[config.mk]
export PLATFORM = sky130hd
export DESIGN_NAME = e1_line_ctrl
export DESIGN_NICKNAME = d
export VERILOG_FILES = /design/src/rtl/e1_line_pkg.sv /design/src/rtl/e1_los_mon.sv /design/src/rtl/e1_line_ctrl.sv
export SDC_FILE = /design/constraint.sdc
export NUM_CORES = 1
export LEC_CHECK = 0
export ABC_AREA = 0
export BUFFER_PORTS_ARGS = -buffer_cell sky130_fd_sc_hd__buf_4
export CAP_MARGIN = 20
export CORE_MARGIN = 10
export CORE_UTILIZATION = 45
export CTS_BUF_LIST = sky130_fd_sc_hd__clkbuf_4
export DETAILED_ROUTE_END_ITERATION = 12
export SYNTH_ARGS = -nofsm -noshare
export SYNTH_HDL_FRONTEND = slang
export SYNTH_HIERARCHICAL = 1
export SYNTH_SLANG_ARGS = --single-unit
[constraint.sdc]
create_clock -name clk2 -period 2.2 [get_ports clk2]
set_input_delay 0.44 -clock clk2 [delete_from_list [all_inputs] [get_ports clk2]]
set_output_delay 0.44 -clock clk2 [all_outputs]
set_load 0.02 [all_outputs]
[src/rtl/e1_line_pkg.sv]
// Shared constants, FSM state type and helpers for the E1 line controller.
package e1_line_pkg;

  localparam logic [1:0] LB_NORM   = 2'b00;
  localparam logic [1:0] LB_LOCAL  = 2'b01;
  localparam logic [1:0] LB_REMOTE = 2'b10;

  typedef enum logic {
    ST_RUN   = 1'b0,
    ST_GUARD = 1'b1
  } state_e;

  localparam int DEF_LOS_SET   = 32;
  localparam int DEF_LOS_WIN   = 32;
  localparam int DEF_LOS_ONES  = 12;
  localparam int DEF_AIS_WIN   = 512;
  localparam int DEF_GUARD_CYC = 64;

  // The reserved loopback code 11 behaves as normal operation.
  function automatic logic [1:0] lb_norm(input logic [1:0] lb);
    return (lb == 2'b11) ? LB_NORM : lb;
  endfunction

endpackage

[src/rtl/e1_los_mon.sv]
// Loss-of-signal monitor: zero-run counter asserts los, a free-running mark
// window while los is asserted clears it.
module e1_los_mon
  import e1_line_pkg::*;
#(
  parameter int LOS_SET  = DEF_LOS_SET,
  parameter int LOS_WIN  = DEF_LOS_WIN,
  parameter int LOS_ONES = DEF_LOS_ONES
) (
  input  logic clk2,
  input  logic rst,
  input  logic mark,
  output logic los
);

  localparam int ZW = $clog2(LOS_SET + 1);
  localparam int WW = (LOS_WIN > 1) ? $clog2(LOS_WIN) : 1;
  localparam int MW = $clog2(LOS_WIN + 1);

  localparam logic [ZW-1:0] ZR_MAX   = ZW'(LOS_SET);
  localparam logic [WW-1:0] WIN_LAST = WW'(LOS_WIN - 1);
  localparam logic [MW-1:0] MK_ONES  = MW'(LOS_ONES);

  logic [ZW-1:0] zr_q, zr_d;
  logic [WW-1:0] win_q, win_d;
  logic [MW-1:0] mk_q, mk_d, mk_tot;
  logic          los_q, los_d;

  always_comb begin
    zr_d   = zr_q;
    win_d  = win_q;
    mk_d   = mk_q;
    los_d  = los_q;
    mk_tot = mk_q + {{(MW-1){1'b0}}, mark};

    if (mark) begin
      zr_d = '0;
    end else if (zr_q != ZR_MAX) begin
      zr_d = zr_q + 1'b1;
    end

    // Set is only evaluated while clear, clear only while set.
    if (!los_q) begin
      win_d = '0;
      mk_d  = '0;
      if (zr_d == ZR_MAX) begin
        los_d = 1'b1;
      end
    end else if (win_q == WIN_LAST) begin
      win_d = '0;
      mk_d  = '0;
      if (mk_tot >= MK_ONES) begin
        los_d = 1'b0;
      end
    end else begin
      win_d = win_q + 1'b1;
      mk_d  = mk_tot;
    end
  end

  always_ff @(posedge clk2) begin
    if (rst) begin
      zr_q  <= '0;
      win_q <= '0;
      mk_q  <= '0;
      los_q <= 1'b1;
    end else begin
      zr_q  <= zr_d;
      win_q <= win_d;
      mk_q  <= mk_d;
      los_q <= los_d;
    end
  end

  assign los = los_q;

endmodule

[src/rtl/e1_line_ctrl.sv]
// E1 HDB3 codec line controller: data muxing, guarded mode/loopback changes,
// LOS/AIS monitoring, transmit AIS. Optional macro E1_LINE_ILLEGAL_CNT_EN.
module e1_line_ctrl
  import e1_line_pkg::*;
#(
  parameter int LOS_SET   = DEF_LOS_SET,
  parameter int LOS_WIN   = DEF_LOS_WIN,
  parameter int LOS_ONES  = DEF_LOS_ONES,
  parameter int AIS_WIN   = DEF_AIS_WIN,
  parameter int GUARD_CYC = DEF_GUARD_CYC
) (
  input  logic       clk2,
  input  logic       rst,
  input  logic       rpos,
  input  logic       rneg,
  input  logic       ser_rx,
  input  logic       fr_tx,
  output logic       fr_rx,
  output logic       hdb_serin,
  output logic       hdb_nrzmode,
  input  logic       cfg_nrz,
  input  logic [1:0] cfg_lb,
  input  logic       cfg_ais_tx,
  input  logic       cfg_auto_ais,
  output logic       los,
  output logic       ais_det,
  output logic [1:0] lb_active,
  output logic       busy,
  input  logic       cnt_clr
`ifdef E1_LINE_ILLEGAL_CNT_EN
  ,output logic [15:0] illegal_cnt
`endif
);

  localparam int GW = (GUARD_CYC > 1) ? $clog2(GUARD_CYC) : 1;
  localparam int AW = (AIS_WIN > 1) ? $clog2(AIS_WIN) : 1;

  localparam logic [GW-1:0] GUARD_LOAD = GW'(GUARD_CYC - 1);
  localparam logic [AW-1:0] AIS_LAST   = AW'(AIS_WIN - 1);

  state_e      state_q, state_d;
  logic [GW-1:0] gcnt_q, gcnt_d;
  logic        tgt_nrz_q, tgt_nrz_d;
  logic [1:0]  tgt_lb_q, tgt_lb_d;
  logic        nrz_q, nrz_d;
  logic [1:0]  lb_q, lb_d;
  logic        busy_q, busy_d;
  logic        fr_rx_q, fr_rx_d;
  logic        serin_q, serin_d;
  logic [1:0]  req_lb;
  logic        ais_tx;
  logic        mark;
  logic        los_w;

  assign req_lb = lb_norm(cfg_lb);

  always_comb begin
    state_d   = state_q;
    gcnt_d    = gcnt_q;
    tgt_nrz_d = tgt_nrz_q;
    tgt_lb_d  = tgt_lb_q;
    nrz_d     = nrz_q;
    lb_d      = lb_q;
    busy_d    = busy_q;

    unique case (state_q)
      ST_RUN: begin
        if ({cfg_nrz, req_lb} != {nrz_q, lb_q}) begin
          state_d   = ST_GUARD;
          gcnt_d    = GUARD_LOAD;
          tgt_nrz_d = cfg_nrz;
          tgt_lb_d  = req_lb;
          busy_d    = 1'b1;
        end
      end
      ST_GUARD: begin
        // A new request mid-guard restarts the full AIS interval.
        if ({cfg_nrz, req_lb} != {tgt_nrz_q, tgt_lb_q}) begin
          gcnt_d    = GUARD_LOAD;
          tgt_nrz_d = cfg_nrz;
          tgt_lb_d  = req_lb;
        end else if (gcnt_q == '0) begin
          nrz_d   = tgt_nrz_q;
          lb_d    = tgt_lb_q;
          busy_d  = 1'b0;
          state_d = ST_RUN;
        end else begin
          gcnt_d = gcnt_q - 1'b1;
        end
      end
      default: begin
        state_d = ST_RUN;
        busy_d  = 1'b0;
      end
    endcase
  end

  // Output registers follow the mode that is applied in the same cycle.
  always_comb begin
    ais_tx  = cfg_ais_tx | (cfg_auto_ais & los_w);
    serin_d = busy_d | ais_tx | ((lb_d == LB_REMOTE) ? ser_rx : fr_tx);
    fr_rx_d = busy_d | ((lb_d == LB_LOCAL) ? fr_tx : ser_rx);
  end

  always_ff @(posedge clk2) begin
    if (rst) begin
      state_q   <= ST_RUN;
      gcnt_q    <= '0;
      tgt_nrz_q <= 1'b0;
      tgt_lb_q  <= LB_NORM;
      nrz_q     <= 1'b0;
      lb_q      <= LB_NORM;
      busy_q    <= 1'b0;
      fr_rx_q   <= 1'b1;
      serin_q   <= 1'b1;
    end else begin
      state_q   <= state_d;
      gcnt_q    <= gcnt_d;
      tgt_nrz_q <= tgt_nrz_d;
      tgt_lb_q  <= tgt_lb_d;
      nrz_q     <= nrz_d;
      lb_q      <= lb_d;
      busy_q    <= busy_d;
      fr_rx_q   <= fr_rx_d;
      serin_q   <= serin_d;
    end
  end

  // In NRZ bypass only rpos carries data.
  assign mark = nrz_q ? rpos : (rpos | rneg);

  e1_los_mon #(
    .LOS_SET  (LOS_SET),
    .LOS_WIN  (LOS_WIN),
    .LOS_ONES (LOS_ONES)
  ) u_los_mon (
    .clk2 (clk2),
    .rst  (rst),
    .mark (mark),
    .los  (los_w)
  );

  logic [AW-1:0] aw_q, aw_d;
  logic [1:0]    az_q, az_d, az_tot;
  logic          ais_q, ais_d;

  always_comb begin
    aw_d  = aw_q;
    az_d  = az_q;
    ais_d = ais_q;
    az_tot = (ser_rx || az_q == 2'd3) ? az_q : az_q + 2'd1;
    if (aw_q == AIS_LAST) begin
      aw_d  = '0;
      az_d  = '0;
      ais_d = (az_tot < 2'd3);
    end else begin
      aw_d = aw_q + 1'b1;
      az_d = az_tot;
    end
  end

  always_ff @(posedge clk2) begin
    if (rst) begin
      aw_q  <= '0;
      az_q  <= '0;
      ais_q <= 1'b0;
    end else begin
      aw_q  <= aw_d;
      az_q  <= az_d;
      ais_q <= ais_d;
    end
  end

`ifdef E1_LINE_ILLEGAL_CNT_EN
  logic [15:0] il_q, il_d;

  always_comb begin
    il_d = il_q;
    if (cnt_clr) begin
      il_d = '0;
    end else if (rpos && rneg && !nrz_q && il_q != 16'hFFFF) begin
      il_d = il_q + 16'd1;
    end
  end

  always_ff @(posedge clk2) begin
    if (rst) begin
      il_q <= '0;
    end else begin
      il_q <= il_d;
    end
  end

  assign illegal_cnt = il_q;
`else
  logic unused_cnt_clr;
  assign unused_cnt_clr = cnt_clr;
`endif

  assign fr_rx       = fr_rx_q;
  assign hdb_serin   = serin_q;
  assign hdb_nrzmode = nrz_q;
  assign lb_active   = lb_q;
  assign busy        = busy_q;
  assign los         = los_w;
  assign ais_det     = ais_q;

endmodule

; ---- Word level (Yosys, flattened, before mapping)
; Index checks and enable logic that the tools add are counted.
[totals]
reg_bits = 46
latch_bits = 0
ram_bits = 0
mem_bits_ro = 0
input_bits = 12
out_inout_bits = 8
n_memories = 0
[classes]
addsub = 6
n_mul = 0
n_div = 0
magnitude_cmp = 2
n_eq_ne = 13
shift = 0
muxes = 32
n_bitwise = 9
reduce_logical = 7
[op_table]
columns = operator, n
row1 = $mux 6, 5
row2 = $mux 1, 15
row3 = $mux 2, 7
row4 = $pmux 6 s2, 1
row5 = $add 9x1->9 const B, 1
row6 = $eq 9x9->1 const B, 1
row7 = $add 6x1->6, 1
row8 = $add 6x1->6 const B, 1
row9 = $eq 2x2->1 const B, 3
row10 = $eq 6x6->1 const B, 1
row11 = $ge 6x4->1 const B, 1
row12 = $logic_not 6->1, 1
row13 = $ne 3x3->1, 2
row14 = $ne 6x6->1 const B, 1
row15 = $pmux 1 s2, 3
row16 = $sub 6x1->6 const B, 1
row17 = $add 5x1->5 const B, 1
row18 = $eq 5x5->1 const B, 1
row19 = $or 1x1->1, 5
row20 = $pmux 2 s2, 1
row21 = $reduce_and 2->1, 2
row22 = $ne 3x3->1 const B, 1
row23 = $not 1->1, 3
row24 = $reduce_and 3->1, 1
row25 = other kinds (9), 9

; ---- Depth between registers and ports, before layout
; Gate-level depths: netlist of the first run.
[logic_depth]
word_depth = 8
ltp_mapped = 8
depth_no_buf = 8

; ---- Hierarchy
; The synthesis of the first run kept the hierarchy.
[by_module_without_submodules]
columns = module, instances, cells_per_inst, area_each_um2
row1 = e1_line_ctrl, 1, 163, 1386.3
row2 = e1_los_mon, 1, 94, 870.8

; ---- Worst setup path after synthesis of the first run
; OpenSTA, ideal clock, no wires.
[synth_path]
path_kind = reg2reg
start = register nrz_q, in the netlist hdb_nrzmode
end = register u_los_mon.los_q, in the netlist u_los_mon/los
setup_time_ns = 0.129
t_arrival_ns = 1.731
path_slack_ns = 0.340
path_stages_with_launch = 9
n_path_buf = 0
synth_period_minus_slack_ns = 1.860
path_cell_list = dfxtp_1 -> inv_1 -> a21o_1 -> ha_1 -> ha_1 -> and3b_1 -> o22ai_1 -> a22oi_1 -> o221ai_2
[synth_between]
elab_chain_cells = 6
word_cells_on_any_way = 9
cone_classes = add/sub (1) / order compare (1) / eq/ne (1) / mux (6)
[synth_rtl]
columns = item, line_no
row1 = from (decl), e1_line_ctrl.sv:45  ; logic nrz_q, nrz_d;
row2 = from (signal assigned), e1_line_ctrl.sv:121  ; nrz_q <= nrz_d;
row3 = $mux 1 *, e1_line_ctrl.sv:130  ; assign mark = nrz_q ? rpos : (rpos | rneg);
row4 = net mark, e1_line_ctrl.sv:52  ; logic mark;
row5 = $add 6x1->6, e1_los_mon.sv:34  ; mk_tot = mk_q + {{(MW-1){1'b0}}, mark};
row6 = $ge 6x4->1, e1_los_mon.sv:52  ; if (mk_tot >= MK_ONES) begin
row7 = $mux 1, e1_los_mon.sv:52
row8 = $mux 1, e1_los_mon.sv:49  ; end else if (win_q == WIN_LAST) begin
row9 = $mux 1 *, e1_los_mon.sv:43  ; if (!los_q) begin
row10 = to (signal assigned), e1_los_mon.sv:71  ; los_q <= los_d;
row11 = to (decl), e1_los_mon.sv:27  ; logic los_q, los_d;
; The timed path passes the listed nets; every way through them passes the cells marked *.
; A chain may end at the register's enable or synchronous reset.

; ---- Worst setup path after layout of the first run
; Same ends and word-level chain as after synthesis.

==> flow_metrics.env, run 1 <==
export IMPL_status="complete, no violations"
export IMPL_ctsResizeCount=0
export IMPL_fin_cells=345
export IMPL_met3WireLength_um=147
export IMPL_avgRoutedWirePerCell_um=12.3
export IMPL_nNetsFinal=299
export IMPL_core_area_sq_um=4790
export IMPL_die_w_um=90.8
export IMPL_cts_buffers_inserted=5
export IMPL_yosysWarnings=6
export IMPL_synthSimpleGateAreaFrac_pct=24.0
export IMPL_synthFlopType="dfxtp_1"
export IMPL_fin_tns_setup_ns=0
export IMPL_hold_class="in -> reg"
export IMPL_syn_area_sq_um=2260
export IMPL_avgViaCountPerCell=5.04
export IMPL_synth_top_family_by_area="simple AND/OR/NAND/NOR gates"
export IMPL_grt_pass1_vias=1637
export IMPL_path_clk_slew_ns=0.15
export IMPL_pin_count=20
export IMPL_finClkSkew_ns=0.0150
export IMPL_netlist_instances=257
export IMPL_drv_cap=0
export IMPL_min_period_ns=1.94
export IMPL_seq_area_frac_synth_pct=40.8
export IMPL_slew_limit_headroom_pct=63.2
export IMPL_total_leakage_power_nw=0.995
export IMPL_slowest_delay_ns=0.45
export IMPL_critPathSlowestCell="dfxtp_1"
export IMPL_crit_top_cell="ha_1"
export IMPL_powerDensity_nw_per_um2=589
export IMPL_dr_total_vias=1739
export IMPL_slew_violations=0
export IMPL_worstPathCellList="inv_1, a21o_1, ha_1, ha_1, and3b_1, o22ai_1, a22oi_1, o221ai_2"
export IMPL_clock_sinks=46
export IMPL_drtIter0Drc=93
export IMPL_dr_wl_met2_um=1860
export IMPL_clk_latency_ns=0.36
export IMPL_synth_adder_area_share_pct=5.54
export IMPL_path_max_fanout=6
export IMPL_grt_pass1_wl_um=7560
export IMPL_cts_root_buf="clkbuf_4"
export IMPL_cp_data_arrival_time_ns=2.20
export IMPL_finalCritPeriodShare_pct=88.1
export IMPL_drtAntennaViolNets=0
export IMPL_port_buffers=18
export IMPL_row_count=25
export IMPL_post_cts_buffers=0
export IMPL_finalSetupViolCount=0
export IMPL_fmax_mhz=516
export IMPL_area_growth_syn_to_layout_pct=11.1
export IMPL_ys_ff_latch=46
export IMPL_grt_start_max_net_pins=24
export IMPL_worst_pin_slew_ns=0.550
export IMPL_grt_usage_pct=10.7
export IMPL_drive_above_1_share_pct=12.2
export IMPL_grt_overflow_total=0
export IMPL_syn_nets=279
export IMPL_top_layer_used="met4"
export IMPL_worstPathRequired_ns=2.47
export IMPL_start_util_pct=47.2
export IMPL_die_area_sq_um=8250
export IMPL_synth_xor_area_share_pct=8.15
export IMPL_cts_hold_buf=0
export IMPL_placed_cells_incl_taps=337
export IMPL_cts_tree="built"
export IMPL_hold_viol=0
export IMPL_holdWs_ns=0.290
export IMPL_synth_compound_area_share_pct=15.2
export IMPL_dp_final_hpwl_um=3140
export IMPL_diodes=0
export IMPL_gp_congestion=0.795
export IMPL_routed_wl_um=4240
export IMPL_synth_edff_count=0
export IMPL_synthMuxAreaShare_pct=2.27
export IMPL_rsz0062_at_grt="false"
export IMPL_worst_setup_path_end_kind="register"
export IMPL_avgSynthCellArea_sq_um=8.78
export IMPL_peakVddDrop_mv=0.401
export IMPL_firstDrtPassIters=4
export IMPL_grt_antenna_before_repair=0
export IMPL_clock_path_buffers=2
export IMPL_cts_htree_levels=2
export IMPL_finalPower_w=0.00148
export IMPL_die_y_um=90.8
export IMPL_fin_util_pct=52.4
export IMPL_wl_met1_um=2190
export IMPL_postSynth_asyncResetShare_pct=0
export IMPL_worst_setup_path_start_kind="register"
export IMPL_worst_setup_path_type="reg -> reg"
export IMPL_synth_distinct_cells=48
export IMPL_remaining_drc_errors=0
-- logic make-up after synthesis --
kind of cell / Yosys count
AOI/OAI and AO/OA: 49
xor gates and xnor gates: 21
adders and majority gates: 10
buffers and inverters: 20
DFF: 46
muxes: 5
and+or+nand+nor: 106
-- sequential cells by signal, indices dropped and copies added, names as in the netlist --
name and cells:
busy 1, aw_q 9, tgt_lb_q 2, u_los_mon/mk_q 6
hdb_serin 1, tgt_nrz_q 1, gcnt_q 6, lb_active 2
fr_rx 1, ais_det 1, u_los_mon/los 1, az_q 2
state_q 1, u_los_mon/win_q 5, u_los_mon/zr_q 6, hdb_nrzmode 1
-- cell usage after synthesis (3+ instances only) --
| library cell | count | area [sq um] |
|---|---|---|
| inv_1 | 13 | 48.8 |
| nor2_1 | 32 | 120 |
| nor2b_1 | 5 | 31.3 |
| a211oi_1 | 3 | 22.5 |
| nand3_1 | 14 | 70.1 |
| and2_1 | 5 | 31.3 |
| or3_1 | 3 | 18.8 |
| a21oi_1 | 15 | 75.1 |
| dfxtp_1 | 46 | 921 |
| ha_1 | 10 | 125 |
| clkbuf_1 | 5 | 18.8 |
| nor3_1 | 7 | 35.0 |
| o21ai_0 | 9 | 45.0 |
| o211ai_1 | 3 | 22.5 |
| mux2i_1 | 4 | 40.0 |
| xnor2_1 | 13 | 114 |
| and3_1 | 6 | 37.5 |
| nand2_1 | 14 | 52.6 |
| xor2_1 | 8 | 70.1 |
| nand2b_1 | 5 | 31.3 |
-- where the power goes --
part           internal (W)  switching [W]
logic             0.0000789      0.0000911
clock network      0.000125       0.000282
registers          0.000870      0.0000317
total               0.00107       0.000405
-- cell usage in the layout (no fill, tap or decap), types with 3 or more instances in the layout --
cell type  instances
buf_4             20
a21oi_1           15
and2_1             5
o21ai_0            9
dfxtp_1           46
nand3_1           14
or3_1              3
mux2i_1            4
xor2_1             8
ha_1              10
and3_1             6
xnor2_1           13
clkbuf_4           5
nor3_1             7
nand2_1           14
nand2b_1           5
o211ai_1           3
nor2b_1            5
a211oi_1           3
inv_1             13
nor2_1            32
-- layer usage --
metal  vias up  GRT usage [%]
met5         -              0
met4         0           3.52
met3         5           3.41
met2        11           16.3
met1       780           13.9
li1        943              -
-- path summary, 6_finish.rpt --
| path | slack, ns | endpoint | from | depth (start not counted) |
|---|---|---|---|---|
| hold reg to reg | 0.46 | aw_q[0]$_SDFF_PP0_ | aw_q[0]$_SDFF_PP0_ | 1 |
| setup reg to reg | 0.26 | u_los_mon/los$_SDFF_PP1_ | hdb_nrzmode$_SDFFE_PP0P_ | 8 |
| hold / removal | 0.29 | hdb_serin$_SDFF_PP1_ | cfg_ais_tx | 3 |
| setup / recovery | 0.26 | u_los_mon/los$_SDFF_PP1_ | hdb_nrzmode$_SDFFE_PP0P_ | 8 |
-- final cells by class --
class | count | area, sq um
multi-input cells | 191 | 1250
fillers | 470 | 2280
flip-flops and latches | 46 | 921
repair buffers | 20 | 150
clock inverters | 3 | 21.3
clock buffers | 5 | 37.5
well taps | 67 | 83.8
inverters | 13 | 48.8
-- critical path: cells and delay by family (launching register included) --
family                     cells  cell delay, ns
DFF                            1            0.45
and+or+nand+nor                1            0.23
adders and majority gates      2            0.53
AOI/OAI and AO/OA              4            0.57
buffers and inverters          1            0.08
-- stage by stage --
| stage | setup WS [ns] | instance area [sq um] |
|---|---|---|
| 2_1_floorplan | 0.340 | 2260 |
| 3_3_place_gp | 0.200 | 2450 |
| 3_5_place_dp | 0.180 | 2450 |
| 4_1_cts | 0.212 | 2510 |
| 5_1_grt | 0.0498 | 2510 |
| 6_report | 0.262 | 2510 |
Power figures use the tool's default switching activity.
==> inputs of run 2 (changes only) <==
--- a/config.mk
+++ b/config.mk
@@ -11,8 +11,8 @@
 export CORE_MARGIN = 10
 export CORE_UTILIZATION = 45
 export CTS_BUF_LIST = sky130_fd_sc_hd__clkbuf_4
+export CTS_CLUSTER_SIZE = 20
 export DETAILED_ROUTE_END_ITERATION = 12
 export SYNTH_ARGS = -nofsm -noshare
 export SYNTH_HDL_FRONTEND = slang
-export SYNTH_HIERARCHICAL = 1
 export SYNTH_SLANG_ARGS = --single-unit
==> flow_metrics.env, run 2 <==
export IMPL_status="complete, no violations"
export IMPL_synth_top_area_share_pct=41.6
export IMPL_finClkSkew_ns=0.00642
export IMPL_cp_endpoint="fr_rx$_SDFF_PP1_"
export IMPL_syn_area_sq_um=2220
export IMPL_peakVddDrop_mv=0.335
export IMPL_grt_usage_pct=10.7
export IMPL_clk_latency_ns=0.35
export IMPL_postSynth_asyncResetShare_pct=0
export IMPL_firstDrtPassIters=4
export IMPL_drtIter0Drc=55
export IMPL_crit_cells=5
export IMPL_nNetsFinal=296
export IMPL_worst_pin_slew_ns=0.498
export IMPL_die_area_sq_um=8130
export IMPL_gp_congestion=0.798
export IMPL_row_count=25
export IMPL_ctsResizeCount=0
export IMPL_hold_viol=0
export IMPL_fin_util_pct=51.9
export IMPL_worstSetupStartpoint="lb_active[0]$_SDFF_PP0_"
export IMPL_pin_count=20
export IMPL_synthTopCellsByArea="dfxtp_1 42%, ha_1 5.6%, nor2_1 5.4%"
export IMPL_total_leakage_power_nw=0.970
export IMPL_routed_wl_um=4250
export IMPL_cp_data_arrival_time_ns=2.23
export IMPL_largest_reg_flops=9
export IMPL_fin_tns_setup_ns=0
export IMPL_regMostFlops="aw_q"
export IMPL_nFillCells=475
export IMPL_rrSetupSlack_ns=0.21
export IMPL_worst_setup_path_type="reg -> reg"
export IMPL_yosysWarnings=0
export IMPL_grt_antenna_before_repair=0
export IMPL_path_max_fanout=6
export IMPL_avgSynthCellArea_sq_um=8.72
export IMPL_core_area_sq_um=4750
export IMPL_avgViaCountPerCell=5.14
export IMPL_drtAntennaViolNets=0
export IMPL_slowest_delay_ns=0.51
export IMPL_synth_edff_count=0
export IMPL_grt_pass1_wl_um=7440
export IMPL_die_w_um=90.2
export IMPL_cts_hold_buf=0
export IMPL_worst_setup_path_end_kind="register"
export IMPL_seq_area_frac_synth_pct=41.6
export IMPL_grt_start_max_net_pins=19
export IMPL_remaining_drc_errors=0
export IMPL_r2r_end="fr_rx$_SDFF_PP1_"
export IMPL_grt_overflow_total=0
export IMPL_synth_distinct_cells=44
export IMPL_powerDensity_nw_per_um2=595
export IMPL_crit_top_cell="o21ai_0"
export IMPL_diodes=0
export IMPL_clock_path_buffers=2
export IMPL_fmax_mhz=502
export IMPL_grt_pass1_vias=1636
export IMPL_worst_setup_path_start_kind="register"
export IMPL_synthFlopType="dfxtp_1"
export IMPL_worstPathCellList="or4_1, o21ai_0, o21ai_0, a2111oi_0, o21ai_1"
export IMPL_area_growth_syn_to_layout_pct=11.4
export IMPL_mostFrequentLayoutCells="46 x dfxtp_1, 32 x nor2_1, 20 x buf_4"
export IMPL_slew_violations=0
export IMPL_die_y_um=90.2
export IMPL_place_area_sq_um=2420
export IMPL_synth_area_leader_cell="dfxtp_1"
export IMPL_syn_nets=276
export IMPL_hold_class="in -> reg"
export IMPL_critPathSlowestCell="or4_1"
export IMPL_cts_root_buf="clkbuf_4"
export IMPL_r2r_start="lb_active[0]$_SDFF_PP0_"
export IMPL_min_period_ns=1.99
export IMPL_path_buf_inv=0
export IMPL_rsz0062_at_grt="false"
export IMPL_avgRoutedWirePerCell_um=12.5
export IMPL_cts_htree_levels=2
export IMPL_dr_total_vias=1752
export IMPL_path_delay_family="compound AO/OA/AOI/OAI gates"
export IMPL_stdcell_area_sq_um=2470
export IMPL_drive_above_1_share_pct=11.7
export IMPL_finalCritPeriodShare_pct=90.6
export IMPL_finalSetupViolCount=0
export IMPL_post_cts_buffers=0
export IMPL_path_clk_slew_ns=0.12
export IMPL_worstPathRequired_ns=2.43
export IMPL_yosysMostFrequentCell="dfxtp_1"
export IMPL_synth_common_cells="46 x dfxtp_1, 32 x nor2_1, 15 x a21oi_1"
export IMPL_clock_sinks=46
export IMPL_port_buffers=18
export IMPL_cts_buffers_inserted=5
export IMPL_drv_cap=0
export IMPL_start_util_pct=46.6
export IMPL_reg2reg_depth=5
export IMPL_cts_tree="built"
export IMPL_ys_ff_latch=46
export IMPL_mostFrequentLayoutCell="dfxtp_1"
export IMPL_dp_final_hpwl_um=3160
export IMPL_slew_limit_headroom_pct=66.7
export IMPL_netlist_instances=254
-- run 2: metrics by stage --
| stage | worst slack, ns | hold WS (ns) | power (W) | std cells |
|---|---|---|---|---|
| after floorplan | 0.365 | 0.418 | 0.00104 | 254 |
| after global placement | 0.114 | 0.435 | 0.00110 | 334 |
| after detailed placement | 0.0457 | 0.437 | 0.00110 | 334 |
| after CTS | 0.217 | 0.314 | 0.00150 | 341 |
| after global routing | 0.00741 | 0.320 | 0.00156 | 341 |
| final | 0.207 | 0.326 | 0.00147 | 341 |
-- run 2: report_power, final --
part,internal (W),switching (W)
Combinational,0.0000807,0.0000935
Sequential,0.000873,0.0000337
Clock,0.000132,0.000256
Total,0.00109,0.000383
-- run 2: cell type report --
| type | count | area, sq um | area share (%) |
|---|---|---|---|
| multi-input cells | 190 | 1220 | 49.4 |
| well taps | 67 | 83.8 | 3.40 |
| inverters | 11 | 41.3 | 1.67 |
| flip-flops and latches | 46 | 921 | 37.3 |
| repair buffers | 20 | 150 | 6.08 |
| clock buffers | 6 | 45.0 | 1.82 |
| clock inverters | 1 | 7.51 | 0.304 |
-- run 2: layer usage --
metal	routed length, um	track usage (%)
met3	107	2.91
met5	0	0
met1	2130	13.4
met4	47	3.58
met2	1970	17.2
-- run 2: worst reg2reg max path, delay by kind of cell (launching register included) --
kind / cells / cell delay (ns)
flops: 1 / 0.37
compound gates: 4 / 0.99
simple gates: 1 / 0.52
-- run 2: worst min path at each step --
| stage | end | slack (ns) | from | depth (start not counted) |
|---|---|---|---|---|
| after floorplan | aw_q[0]$_SDFF_PP0_ | 0.42 | aw_q[0]$_SDFF_PP0_ | 1 |
| after global placement | aw_q[0]$_SDFF_PP0_ | 0.43 | aw_q[0]$_SDFF_PP0_ | 1 |
| after detailed placement | aw_q[0]$_SDFF_PP0_ | 0.44 | aw_q[0]$_SDFF_PP0_ | 1 |
| after CTS | hdb_serin$_SDFF_PP1_ | 0.31 | cfg_ais_tx | 3 |
| after global routing | hdb_serin$_SDFF_PP1_ | 0.32 | cfg_ais_tx | 3 |
| final | hdb_serin$_SDFF_PP1_ | 0.33 | cfg_ais_tx | 3 |
-- run 2: kinds of logic (layout without fill, tap and decap cells) --
family / after synthesis / count (layout) / synth area share [%]
XOR/XNOR: 21 / 21 / 8.30
multiplexers: 6 / 6 / 2.82
buffers and inverters: 18 / 38 / 3.39
adder cells (fa/ha/maj): 10 / 10 / 5.65
AO/OA/AOI/OAI: 49 / 49 / 14.2
flip-flops: 46 / 46 / 41.6
AND/OR/NAND/NOR: 104 / 104 / 24.1
==> inputs of run 3 (changes only) <==
--- a/config.mk
+++ b/config.mk
@@ -13,6 +13,7 @@
 export CTS_BUF_LIST = sky130_fd_sc_hd__clkbuf_4
 export CTS_CLUSTER_SIZE = 20
 export DETAILED_ROUTE_END_ITERATION = 12
+export RECOVER_POWER = 50
 export SYNTH_ARGS = -nofsm -noshare
 export SYNTH_HDL_FRONTEND = slang
 export SYNTH_SLANG_ARGS = --single-unit
==> flow_metrics.env, run 3 (synthesis gave the netlist of run 2 again) <==
export IMPL_pin_count=20
export IMPL_placed_cells_incl_taps=334
export IMPL_dp_final_hpwl_um=3160
export IMPL_drtAntennaViolNets=0
export IMPL_regMostFlops="aw_q"
export IMPL_die_y_um=90.2
export IMPL_core_area_sq_um=4750
export IMPL_mostFrequentLayoutCells="46 x dfxtp_1, 32 x nor2_1, 15 x a21oi_1"
export IMPL_worstPathRequired_ns=2.43
export IMPL_drive_above_1_share_pct=8.76
export IMPL_hold_class="in -> reg"
export IMPL_worst_setup_path_end_kind="register"
export IMPL_rsz0062_at_grt="false"
export IMPL_grt_pass1_vias=1636
export IMPL_peakVddDrop_mv=0.335
export IMPL_min_period_ns=1.99
export IMPL_finClkSkew_ns=0.00545
export IMPL_drv_cap=0
export IMPL_clk_latency_ns=0.35
export IMPL_worstSetupStartpoint="lb_active[0]$_SDFF_PP0_"
export IMPL_r2r_end="fr_rx$_SDFF_PP1_"
export IMPL_firstDrtPassIters=4
export IMPL_min_path_cells=3
export IMPL_worst_setup_path_start_kind="register"
export IMPL_grt_start_max_net_pins=19
export IMPL_gp_congestion=0.798
export IMPL_rrSetupSlack_ns=0.21
export IMPL_start_util_pct=46.6
export IMPL_status="complete, no violations"
export IMPL_die_w_um=90.2
export IMPL_holdWs_ns=0.326
export IMPL_reg2reg_depth=5
export IMPL_row_count=25
export IMPL_seq_area_sq_um=921
export IMPL_nFillCells=478
export IMPL_multi_input_area_sq_um=1220
export IMPL_port_buffers=18
export IMPL_path_max_fanout=6
export IMPL_cts_hold_buf=0
export IMPL_cts_htree_levels=2
export IMPL_post_cts_buffers=0
export IMPL_drtIter0Drc=63
export IMPL_powerDensity_nw_per_um2=601
export IMPL_path_clk_slew_ns=0.12
export IMPL_dr_total_vias=1753
export IMPL_cp_endpoint="fr_rx$_SDFF_PP1_"
export IMPL_clock_path_buffers=2
export IMPL_diodes=0
export IMPL_clock_sinks=46
export IMPL_area_growth_syn_to_layout_pct=10.1
export IMPL_remaining_drc_errors=0
export IMPL_grt_overflow_total=0
export IMPL_fin_cells=341
export IMPL_finalPower_w=0.00147
export IMPL_finalSetupViolCount=0
export IMPL_r2r_start="lb_active[0]$_SDFF_PP0_"
export IMPL_largest_reg_flops=9
export IMPL_grt_antenna_before_repair=0
export IMPL_fin_tns_setup_ns=0
export IMPL_worst_setup_path_type="reg -> reg"
export IMPL_worst_pin_slew_ns=0.499
export IMPL_cts_buffers_inserted=5
export IMPL_grt_pass1_wl_um=7440
export IMPL_cp_data_arrival_time_ns=2.22
export IMPL_cts_tree="built"
export IMPL_routed_wl_um=4270
export IMPL_fmax_mhz=503
export IMPL_avgViaCountPerCell=5.14
export IMPL_nNetsFinal=296
export IMPL_total_leakage_power_nw=0.936
export IMPL_cts_root_buf="clkbuf_4"
export IMPL_avgRoutedWirePerCell_um=12.5
export IMPL_finalCritPeriodShare_pct=90.4
export IMPL_hold_viol=0
export IMPL_grt_usage_pct=10.7
export IMPL_mostFrequentLayoutCell="dfxtp_1"
export IMPL_slew_violations=0
export IMPL_ctsResizeCount=0
export IMPL_die_area_sq_um=8130
export IMPL_slew_limit_headroom_pct=66.6
## run 3: cell types whose count changed in the layout (fill, tap and decap cells not counted)
cell,before,now
buf_4,20,12
clkbuf_1,0,8
and2_0,0,4
and2_1,5,1
## run 3: metrics by stage
| step | area [sq um] | util (%) | worst slack (ns) |
|---|---|---|---|
| after floorplan | 2220 | - | 0.365 |
| after global placement | 2420 | 50.8 | 0.114 |
| after detailed placement | 2420 | 50.8 | 0.0457 |
| after CTS | 2470 | 51.9 | 0.217 |
| after global routing | 2440 | 51.3 | 0.00803 |
| final | 2440 | 51.3 | 0.210 |
## run 3: layout make-up
type / instances / share of cell area (%)
multi-input combinational: 190 / 50.0
sequential: 46 / 37.8
timing repair buffer: 20 / 4.93
tap: 67 / 3.44
clock buffer: 6 / 1.85
inverter: 11 / 1.69
clock inverter: 1 / 0.308
## run 3: power breakdown
part	total [W]	internal (W)	switching, W
logic	0.000172	0.0000779	0.0000940
registers	0.000907	0.000873	0.0000336
clock network	0.000388	0.000132	0.000256
total	0.00147	0.00108	0.000383
## run 3: how the worst min path moves through the flow
stage / start / endpoint / slack (ns)
CTS: cfg_ais_tx / hdb_serin$_SDFF_PP1_ / 0.31
detailed placement: aw_q[0]$_SDFF_PP0_ / aw_q[0]$_SDFF_PP0_ / 0.44
finish: cfg_ais_tx / hdb_serin$_SDFF_PP1_ / 0.33
global placement: aw_q[0]$_SDFF_PP0_ / aw_q[0]$_SDFF_PP0_ / 0.43
floorplan: aw_q[0]$_SDFF_PP0_ / aw_q[0]$_SDFF_PP0_ / 0.42
global route: cfg_ais_tx / hdb_serin$_SDFF_PP1_ / 0.32
## run 3: metal layers
layer  part of all wire, %  vias up  global-route usage, %
li1                      -      932                      -
met2                    46       13                   17.2
met3                   2.7        6                   2.91
met5                     0        -                      0
met4                   1.1        0                   3.58
met1                    50      802                   13.4
## run 3: critical path, stage by stage (launching register included)
cell and delay [ns]:
dfxtp_1 0.37, or4_1 0.51, o21ai_0 0.14, o21ai_0 0.21, a2111oi_0 0.51, o21ai_1 0.13
